`src/rtl/led_patterns_pkg.sv`:
```
// ---------------------------------------------------------------------------
// led_patterns_pkg
// Shared constants for the seven-segment display multiplexer.
//   AN_DIG0..AN_DIG3 : active-low one-hot anode codes, one per digit
//   AN_OFF           : all anodes released (no digit lit)
//   SSEG_BLANK       : all segment cathodes released (digit dark)
//   an_code()        : digit index -> anode code
// ---------------------------------------------------------------------------
package led_patterns_pkg;

   localparam int NUM_DIGITS = 4;

   localparam logic [3:0] AN_DIG0 = 4'b1110;
   localparam logic [3:0] AN_DIG1 = 4'b1101;
   localparam logic [3:0] AN_DIG2 = 4'b1011;
   localparam logic [3:0] AN_DIG3 = 4'b0111;
   localparam logic [3:0] AN_OFF  = 4'hF;

   localparam logic [7:0] SSEG_BLANK = 8'hFF;

   // Anode code for the digit currently being scanned.
   function automatic logic [3:0] an_code(input logic [1:0] sel);
      logic [3:0] code;
      code = AN_OFF;
      case (sel)
         2'd0: code = AN_DIG0;
         2'd1: code = AN_DIG1;
         2'd2: code = AN_DIG2;
         2'd3: code = AN_DIG3;
         default: code = AN_OFF;
      endcase
      return code;
   endfunction

endpackage : led_patterns_pkg

```
`src/rtl/led_patterns_if.sv`:
```
// ---------------------------------------------------------------------------
// led_patterns_if
// Board-pin bundle for the display wrapper.
//   btn  : per-digit enable buttons (1 = show digit)
//   sw   : raw active-low segment pattern, sw[7]=dp, sw[6:0]=g..a
//   an   : active-low digit anodes
//   sseg : active-low segment cathodes, same mapping as sw
// master = board/stimulus side, slave = display logic side.
// ---------------------------------------------------------------------------
interface led_patterns_if;

   logic [3:0] btn;
   logic [7:0] sw;
   logic [3:0] an;
   logic [7:0] sseg;

   modport master (
      output btn,
      output sw,
      input  an,
      input  sseg
   );

   modport slave (
      input  btn,
      input  sw,
      output an,
      output sseg
   );

endinterface : led_patterns_if

```
`src/rtl/disp_mux.sv`:
```
// ---------------------------------------------------------------------------
// disp_mux
// Time-multiplexed driver for a 4-digit common-anode seven-segment display.
// A free-running refresh counter selects one digit per quarter period using
// its two top bits; the selected digit shows the shared pattern when its
// enable is set and is blanked otherwise. Both outputs are registered so no
// combinational path exists from inputs to pins.
//   clk       : system clock
//   reset     : asynchronous active-high reset
//   en_i      : per-digit enable
//   pattern_i : active-low segment pattern
//   an_o      : active-low one-hot anodes
//   sseg_o    : active-low segment cathodes
// ---------------------------------------------------------------------------
module disp_mux
   import led_patterns_pkg::*;
#(
   parameter int REFRESH_BITS = 18
) (
   input  logic       clk,
   input  logic       reset,
   input  logic [3:0] en_i,
   input  logic [7:0] pattern_i,
   output logic [3:0] an_o,
   output logic [7:0] sseg_o
);

   localparam logic [REFRESH_BITS-1:0] CNT_ONE = {{(REFRESH_BITS-1){1'b0}}, 1'b1};

   logic [REFRESH_BITS-1:0] q_q;
   logic [REFRESH_BITS-1:0] q_d;
   logic [1:0]              sel;
   logic [NUM_DIGITS-1:0]   digit_on;
   logic [3:0]              an_q;
   logic [3:0]              an_d;
   logic [7:0]              sseg_q;
   logic [7:0]              sseg_d;

   // Natural binary wrap from all-ones back to zero keeps the scan gapless.
   assign q_d = q_q + CNT_ONE;
   assign sel = q_q[REFRESH_BITS-1 -: 2];

   // A digit lights its pattern only when it is the scanned digit and its
   // button is held; at most one bit of digit_on can be set.
   genvar gi;
   generate
      for (gi = 0; gi < NUM_DIGITS; gi++) begin : g_digit
         assign digit_on[gi] = (sel == 2'(gi)) && en_i[gi];
      end
   endgenerate

   always_comb begin
      an_d   = an_code(sel);
      sseg_d = SSEG_BLANK;
      if (|digit_on) begin
         sseg_d = pattern_i;
      end
   end

   always_ff @(posedge clk or posedge reset) begin
      if (reset) begin
         q_q    <= '0;
         an_q   <= AN_OFF;
         sseg_q <= SSEG_BLANK;
      end else begin
         q_q    <= q_d;
         an_q   <= an_d;
         sseg_q <= sseg_d;
      end
   end

   assign an_o   = an_q;
   assign sseg_o = sseg_q;

endmodule : disp_mux

```
`src/rtl/led_patterns_wrapper.sv`:
```
// ---------------------------------------------------------------------------
// led_patterns_wrapper
// Board-level top: buttons select which digits show the switch pattern on a
// multiplexed 4-digit seven-segment display.
//   clk   : system clock
//   reset : asynchronous active-high reset
//   io    : pin bundle (btn, sw in; an, sseg out)
// ---------------------------------------------------------------------------
module led_patterns_wrapper
   import led_patterns_pkg::*;
#(
   parameter int REFRESH_BITS = 18
) (
   input  logic           clk,
   input  logic           reset,
   led_patterns_if.slave  io
);

   disp_mux #(
      .REFRESH_BITS (REFRESH_BITS)
   ) u_disp_mux (
      .clk       (clk),
      .reset     (reset),
      .en_i      (io.btn),
      .pattern_i (io.sw),
      .an_o      (io.an),
      .sseg_o    (io.sseg)
   );

endmodule : led_patterns_wrapper

```
`src/flat_wrapper.sv`:
```
// flat-port wrapper written by rule: the top's interface ports become plain ports
module led_patterns_wrapper_flat import led_patterns_pkg::*;
#(
   parameter int REFRESH_BITS = 18
)
  (clk, reset, io_btn, io_sw, io_an, io_sseg);
  led_patterns_if io_i ();
  input  logic clk;
  input  logic reset;
  input wire logic [$bits(io_i.btn)-1:0] io_btn;
  input wire logic [$bits(io_i.sw)-1:0] io_sw;
  output wire logic [$bits(io_i.an)-1:0] io_an;
  output wire logic [$bits(io_i.sseg)-1:0] io_sseg;
  assign io_i.btn = io_btn;
  assign io_i.sw = io_sw;
  assign io_an = io_i.an;
  assign io_sseg = io_i.sseg;
  led_patterns_wrapper #(.REFRESH_BITS(REFRESH_BITS)) u_core (.clk(clk), .reset(reset), .io(io_i));
endmodule
```
`config.mk`:
```
export PLATFORM = sky130hd
export DESIGN_NAME = led_patterns_wrapper_flat
export DESIGN_NICKNAME = d
export VERILOG_FILES = /design/src/rtl/led_patterns_pkg.sv /design/src/rtl/led_patterns_if.sv /design/src/rtl/disp_mux.sv /design/src/rtl/led_patterns_wrapper.sv /design/src/flat_wrapper.sv
export SDC_FILE = /design/constraint.sdc
export NUM_CORES = 1
export LEC_CHECK = 0
export BUFFER_PORTS_ARGS = -buffer_cell sky130_fd_sc_hd__buf_2
export CAP_MARGIN = 20
export CELL_PAD_IN_SITES_DETAIL_PLACEMENT = 0
export CELL_PAD_IN_SITES_GLOBAL_PLACEMENT = 1
export CORE_ASPECT_RATIO = 1.1
export CORE_UTILIZATION = 25
export CTS_CLUSTER_SIZE = 28
export DETAILED_ROUTE_END_ITERATION = 7
export MAX_ROUTING_LAYER = met4
export PLACE_DENSITY_LB_ADDON = 0.1
export SYNTH_ARGS = -nofsm -noshare
export SYNTH_HDL_FRONTEND = slang
export SYNTH_SLANG_ARGS = --single-unit
export TNS_END_PERCENT = 50
```
`constraint.sdc`:
```
create_clock -name clk -period 2.4 [get_ports clk]
set_input_delay 0.36 -clock clk [delete_from_list [all_inputs] [get_ports clk]]
set_output_delay 0.36 -clock clk [all_outputs]
set_load 0.02 [all_outputs]
```
==> results of run 1 <==
[routing by layer]
layer  up-vias  wire, um  global-route usage
li1        347         -                   -
met1       335       893               0.108
met2        20       929               0.153
met3         4       117              0.0373
met4         0        27              0.0567
met5         -         0                   -
[through the flow]
stage | hold WS [ps] | setup WS [ps]
6_report | 158 | 952
5_1_grt | 187 | 865
4_1_cts | 164 | 926
3_5_place_dp | 457 | 938
3_3_place_gp | 451 | 1010
2_1_floorplan | 438 | 1120
[cell usage in the layout (no fill, tap or decap), types with 2 or more instances in the layout]
cell,netlist,layout
nand2_1,6,6
clkbuf_8,0,6
xor2_1,5,5
nor2_1,3,3
xnor2_1,11,11
buf_2,0,25
dfstp_2,12,12
dfrtp_1,18,18
and4_1,2,2
nand2b_1,10,10
nand4_1,2,2
nand3_1,5,5
inv_1,3,3
nor3_2,2,2
[synthesized netlist by cell type]
cell      instances  area, sq um
nand3_2           1         10.0
nand2b_1         10         62.6
and4_1            2         17.5
nand3_1           5         25.0
or2_2             1         6.26
and3_1            1         6.26
xnor2_1          11         96.3
xor2_1            5         43.8
dfrtp_1          18          450
ha_1              1         12.5
dfstp_2          12          315
nand4_1           2         12.5
or3_1             1         6.26
nor3_2            2         20.0
mux4_2            1         22.5
nor2_1            3         11.3
inv_1             3         11.3
nand2_1           6         22.5
nand4_2           1         12.5
[cell families (layout without fill, tap and decap cells)]
family / after synthesis / count (layout) / share of synthesized area
xor gates and xnor gates: 16 / 16 / 0.120
adders and majority gates: 1 / 1 / 0.0107
buffers and inverters: 3 / 37 / 0.00967
DFF: 30 / 30 / 0.657
muxes: 1 / 1 / 0.0193
and+or+nand+nor: 35 / 35 / 0.183
[worst max-delay path: stages, from the launching register on]
cell and delay (ps):
dfrtp_1 400, ha_1 200, nand3_1 160, nor3_2 270, nand4_1 160, xnor2_1 140
[registers in the layout, indices dropped and copies added, names as in the netlist]
register                  cells
u_core.u_disp_mux.an_o        4
u_core.u_disp_mux.q_q        18
u_core.u_disp_mux.sseg_o      8
[final timing paths]
path / startpoint / to / slack [ps] / cells after the start
max: u_core.u_disp_mux.q_q[0]$_DFF_PP0_ / u_core.u_disp_mux.q_q[12]$_DFF_PP0_ / 950 / 5
min: reset / u_core.u_disp_mux.q_q[3]$_DFF_PP0_ / 160 / 3
max reg2reg: u_core.u_disp_mux.q_q[0]$_DFF_PP0_ / u_core.u_disp_mux.q_q[12]$_DFF_PP0_ / 950 / 5
min reg2reg: u_core.u_disp_mux.q_q[12]$_DFF_PP0_ / u_core.u_disp_mux.q_q[12]$_DFF_PP0_ / 470 / 1
max in group asynchronous: reset / u_core.u_disp_mux.an_o[3]$_DFF_PP1_ / 1930 / 3
min in group clk: io_sw[5] / u_core.u_disp_mux.sseg_o[5]$_DFF_PP1_ / 280 / 2
[layout make-up]
class,instances,area [sq um]
clock buffer,7,86.3
clock inverter,1,5.00
inverter,3,11.3
tap,54,67.6
timing repair buffer,26,133
sequential,30,766
multi-input combinational,53,388
fill,454,2920
[power by group through the flow]
stage               logic (W)  clock network [W]  registers, W
floorplan           0.0000146                  0      0.000538
global placement    0.0000454                  0      0.000528
detailed placement  0.0000464                  0      0.000528
CTS                 0.0000467           0.000427      0.000520
global route        0.0000508           0.000448      0.000520
finish              0.0000449           0.000406      0.000520
==> flow_metrics.env, run 1 <==
export IMPL_cellPowerDensity_nw_per_um2=666
export IMPL_rows=25
export IMPL_vias=706
export IMPL_path_clk_slew_ps=60
export IMPL_min_period_over_period=0.603
export IMPL_antenna_found_initial=0
export IMPL_syn_num_nets=101
export IMPL_nets=134
export IMPL_grt_pass1_vias=759
export IMPL_n_antenna_cell=0
export IMPL_dp_hpwl_mm=1.40
export IMPL_setup_viol=0
export IMPL_outcome="completed"
export IMPL_fin_total_pwr_w=0.000970
export IMPL_synth_seq_cells=30
export IMPL_dieWidth_um=67.1
export IMPL_postSynthCellCount=86
export IMPL_clkLatencyLatePin_ps=270
export IMPL_start_kind="flip-flop"
export IMPL_portBuffers=25
export IMPL_ant_nets=0
export IMPL_seqPwrFrac=0.536
export IMPL_wl_per_cell_um=11.3
export IMPL_layout_drive_gt1_share=0.425
export IMPL_internal_power_w=0.000767
export IMPL_end_kind="flip-flop"
export IMPL_fin_setup_tns_ps=0
export IMPL_clock_root_buffer="clkbuf_8"
export IMPL_synth_area_sq_um=1160
export IMPL_peakVddDrop_mv=0.279
export IMPL_dr_pass1_iters=4
export IMPL_postCtsHoldBufs=0
export IMPL_htreeDepth=2
export IMPL_worstMarginPinSlew_ps=381
export IMPL_hold_path_class="primary input to async pin"
export IMPL_drc_errors=0
export IMPL_relSlewSlack=0.746
export IMPL_cts_sinks=30
export IMPL_finish_instance_area_sq_um=1460
export IMPL_cts_resized=0
export IMPL_ys_seq_area_frac=0.657
export IMPL_critPathArrivalTime_ps=1610
export IMPL_p_leak_nw=0.668
export IMPL_critPathKind="flip-flop to flip-flop"
export IMPL_post_dp_cell_area_sq_um=1370
export IMPL_grt_max_degree=31
export IMPL_syn_to_final_growth_pct=25.0
export IMPL_ios=26
export IMPL_die_area_sq_um=4940
export IMPL_p_sw_frac=0.210
export IMPL_period_needed_ps=1450
export IMPL_viasPerCell=4.06
export IMPL_stdcell_count=174
export IMPL_rsz0062_at_grt="no"
export IMPL_synth_distinct_cells=19
export IMPL_cts_setup_buffers=0
export IMPL_clk_path_buf_depth=2
export IMPL_drtIter0Drc=32
export IMPL_switchingPower_w=0.000203
export IMPL_grt_pass1_wl_mm=3.33
export IMPL_cp_max_fo=4
export IMPL_dp_cells=166
export IMPL_synth_avg_cell_area_sq_um=13.5
export IMPL_initial_core_util=0.266
export IMPL_cts_tree="done"
export IMPL_cts_buffers=5
export IMPL_grt_overflow=0
export IMPL_pwr_share_clk=0.418
export IMPL_drv_slew=0
export IMPL_finClkSkew_ps=2.15
export IMPL_die_h_um=73.6
export IMPL_wirelength_mm=1.97
export IMPL_fin_util=0.333
export IMPL_grt_usage=0.0991
export IMPL_place_congestion=0.738
export IMPL_cap_viol_max_count=0
export IMPL_fmax_ghz=0.691
export IMPL_power_frac_comb=0.046
export IMPL_hold_viol_final=0
export IMPL_coreArea_sq_um=4380
export IMPL_crit_required_ps=2560
export IMPL_yosysWarnings=0
No activity file was read; power rests on OpenSTA's default activity.
==> run 2: changes to the inputs <==
--- a/config.mk
+++ b/config.mk
@@ -5,6 +5,7 @@
 export SDC_FILE = /design/constraint.sdc
 export NUM_CORES = 1
 export LEC_CHECK = 0
+export ABC_AREA = 1
 export BUFFER_PORTS_ARGS = -buffer_cell sky130_fd_sc_hd__buf_2
 export CAP_MARGIN = 20
 export CELL_PAD_IN_SITES_DETAIL_PLACEMENT = 0
==> constraint.sdc (replaced) <==
create_clock -name clk -period 1.5 [get_ports clk]
set_input_delay 0.225 -clock clk [delete_from_list [all_inputs] [get_ports clk]]
set_output_delay 0.225 -clock clk [all_outputs]
set_load 0.02 [all_outputs]
==> run 2 against run 1 <==
Effect of this change:
- setup slack worse by 690 ps
- cell area increased by 12%
- clock power increased by 95%
- register-to-register slack got worse by 690 ps
- critical path type unchanged
==> flow_metrics.env, run 2 <==
export IMPL_outcome="completed"
export IMPL_end_kind="flip-flop"
export IMPL_synth_seq_cells=30
export IMPL_grt_pass1_wl_mm=4.34
export IMPL_place_congestion=0.695
export IMPL_ios=26
export IMPL_layout_drive_gt1_share=0.318
export IMPL_layout_commonest_cell="nand2_1"
export IMPL_start_kind="flip-flop"
export IMPL_synth_distinct_cells=19
export IMPL_largest_register_ffs=18
export IMPL_switchingPower_w=0.000344
export IMPL_cts_sinks=30
export IMPL_drc_errors=0
export IMPL_dieWidth_um=71.2
export IMPL_synthTopCellsByCount="nand2_1 (41), inv_1 (19), dfrtp_1 (18)"
export IMPL_worstMarginPinSlew_ps=386
export IMPL_drv_slew=0
export IMPL_die_h_um=78.1
export IMPL_wl_per_cell_um=11.2
export IMPL_wirelength_mm=2.61
export IMPL_pwr_share_clk=0.466
export IMPL_path_clk_slew_ps=60
export IMPL_fin_setup_tns_ps=0
export IMPL_syn_to_final_growth_pct=23.7
export IMPL_grt_overflow=0
export IMPL_cp_max_fo=5
export IMPL_synth_most_common_cell="nand2_1"
export IMPL_synth_edf_count=0
export IMPL_clock_root_buffer="clkbuf_8"
export IMPL_n_antenna_cell=0
export IMPL_postCtsHoldBufs=0
export IMPL_post_dp_cell_area_sq_um=1520
export IMPL_hold_path_class="primary input to async pin"
export IMPL_ant_nets=0
export IMPL_vias=969
export IMPL_fmax_ghz=0.806
export IMPL_nets=190
export IMPL_ys_seq_area_frac=0.582
export IMPL_synth_area_sq_um=1320
export IMPL_synth_area_leaders="dfrtp_1 (34%), dfstp_2 (24%), nand2_1 (12%)"
export IMPL_cts_tree="done"
export IMPL_relSlewSlack=0.743
export IMPL_min_period_over_period=0.827
export IMPL_period_needed_ps=1240
export IMPL_postSynthCellCount=142
export IMPL_initial_core_util=0.261
export IMPL_finClkSkew_ps=4.85
export IMPL_setup_viol=0
export IMPL_viasPerCell=4.14
export IMPL_cts_resized=0
export IMPL_yosysWarnings=0
export IMPL_synth_largest_area_cell="dfrtp_1"
export IMPL_grt_usage=0.107
export IMPL_r2r_end="u_core.u_disp_mux.q_q[10]$_DFF_PP0_"
export IMPL_finish_instance_area_sq_um=1630
export IMPL_cts_setup_buffers=0
export IMPL_grt_max_degree=31
export IMPL_r2r_cells=6
export IMPL_clk_path_buf_depth=2
export IMPL_ff2ff_setup_slack_ps=260
export IMPL_async_flop_share=1.00
export IMPL_rows=27
export IMPL_p_leak_nw=0.770
export IMPL_largest_register="u_core.u_disp_mux.q_q"
export IMPL_drtIter0Drc=33
export IMPL_cellPowerDensity_nw_per_um2=1040
export IMPL_worst_hold_slack_ps=15.4
export IMPL_cts_buffers=5
export IMPL_cap_viol_max_count=0
export IMPL_power_frac_comb=0.044
export IMPL_clkLatencyLatePin_ps=280
export IMPL_critPathKind="flip-flop to flip-flop"
export IMPL_peakVddDrop_mv=0.571
export IMPL_p_sw_frac=0.203
export IMPL_timing_rr_start="u_core.u_disp_mux.q_q[1]$_DFF_PP0_"
export IMPL_final_cell_mix="nand2_1 (41), buf_2 (25), inv_1 (19)"
export IMPL_rsz0062_at_grt="no"
export IMPL_die_area_sq_um=5560
export IMPL_htreeDepth=2
export IMPL_internal_power_w=0.00135
export IMPL_dr_pass1_iters=4
export IMPL_dp_hpwl_mm=1.95
export IMPL_coreArea_sq_um=5030
export IMPL_hold_viol_final=0
export IMPL_synth_top_area_frac=0.342
export IMPL_crit_required_ps=1660
export IMPL_seqPwrFrac=0.490
export IMPL_critPathArrivalTime_ps=1410
export IMPL_grt_pass1_vias=977
export IMPL_synth_avg_cell_area_sq_um=9.27
export IMPL_portBuffers=25
export IMPL_syn_num_nets=157
export IMPL_ys_flop_type="dfrtp_1"
export IMPL_antenna_found_initial=0
## run 2: cell count changes in the layout (fill, tap and decap cells not counted), moves of 6 or more
cell and delta:
nand3_1 +6, nor2_2 +6, nor2_1 +9, nand2b_1 -10, inv_1 +16, nand2_1 +35
## run 2: kinds of logic after synthesis
logic type / Yosys count / synth area share
AO/OA/AOI/OAI: 4 / 0.0171
XOR/XNOR: 9 / 0.0599
flip-flops: 30 / 0.582
AND/OR/NAND/NOR: 78 / 0.275
adder cells (fa/ha/maj): 1 / 0.00950
buffers and inverters: 20 / 0.0570
## run 2: per-stage QoR
stage	utilization	total power (W)	std cells	setup WS, ps
2_1_floorplan	-	0.000886	142	386
3_3_place_gp	0.302	0.000920	226	315
3_5_place_dp	0.302	0.000922	226	277
4_1_cts	0.323	0.00173	234	248
5_1_grt	0.323	0.00176	234	157
6_report	0.323	0.00170	234	260
## run 2: how the worst max path moves through the flow
stage | start | end | slack (ps) | cells past startpoint
after floorplan | u_core.u_disp_mux.q_q[0]$_DFF_PP0_ | u_core.u_disp_mux.q_q[10]$_DFF_PP0_ | 390 | 6
after global placement | u_core.u_disp_mux.q_q[0]$_DFF_PP0_ | u_core.u_disp_mux.q_q[10]$_DFF_PP0_ | 310 | 6
after detailed placement | u_core.u_disp_mux.q_q[1]$_DFF_PP0_ | u_core.u_disp_mux.q_q[10]$_DFF_PP0_ | 280 | 6
after CTS | u_core.u_disp_mux.q_q[1]$_DFF_PP0_ | u_core.u_disp_mux.q_q[10]$_DFF_PP0_ | 250 | 6
after global routing | u_core.u_disp_mux.q_q[1]$_DFF_PP0_ | u_core.u_disp_mux.q_q[14]$_DFF_PP0_ | 160 | 7
final | u_core.u_disp_mux.q_q[1]$_DFF_PP0_ | u_core.u_disp_mux.q_q[10]$_DFF_PP0_ | 260 | 6
## run 2: layout make-up
cell class / count / area, sq um
clock buffers: 7 / 76.3
clock inverters: 1 / 30.0
fillers: 541 / 3410
inverters: 20 / 75.1
multi-input cells: 92 / 475
flip-flops and latches: 30 / 766
well taps: 58 / 72.6
repair buffers: 26 / 133
## run 2: power by group through the flow
stage                     clock network, W  registers (W)  logic (W)
after floorplan                          0       0.000861  0.0000245
after global placement                   0       0.000845  0.0000752
after detailed placement                 0       0.000845  0.0000774
after CTS                         0.000823       0.000831  0.0000773
after global routing              0.000846       0.000832  0.0000837
final                             0.000791       0.000831  0.0000741
## run 2: worst max-delay path: stages (launching register included)
cell,delay (ps)
dfrtp_1,380
ha_1,220
nand3_2,110
inv_1,110
nand2_2,90
o21ai_0,150
nand2_1,60
## run 2: routing by layer
metal / GRT usage / up-vias / wire length [um]
met5: - / - / 0
met4: 0.0440 / 0 / 25
met3: 0.0398 / 4 / 124
met2: 0.162 / 19 / 1220
met1: 0.128 / 449 / 1240
li1: - / 497 / -
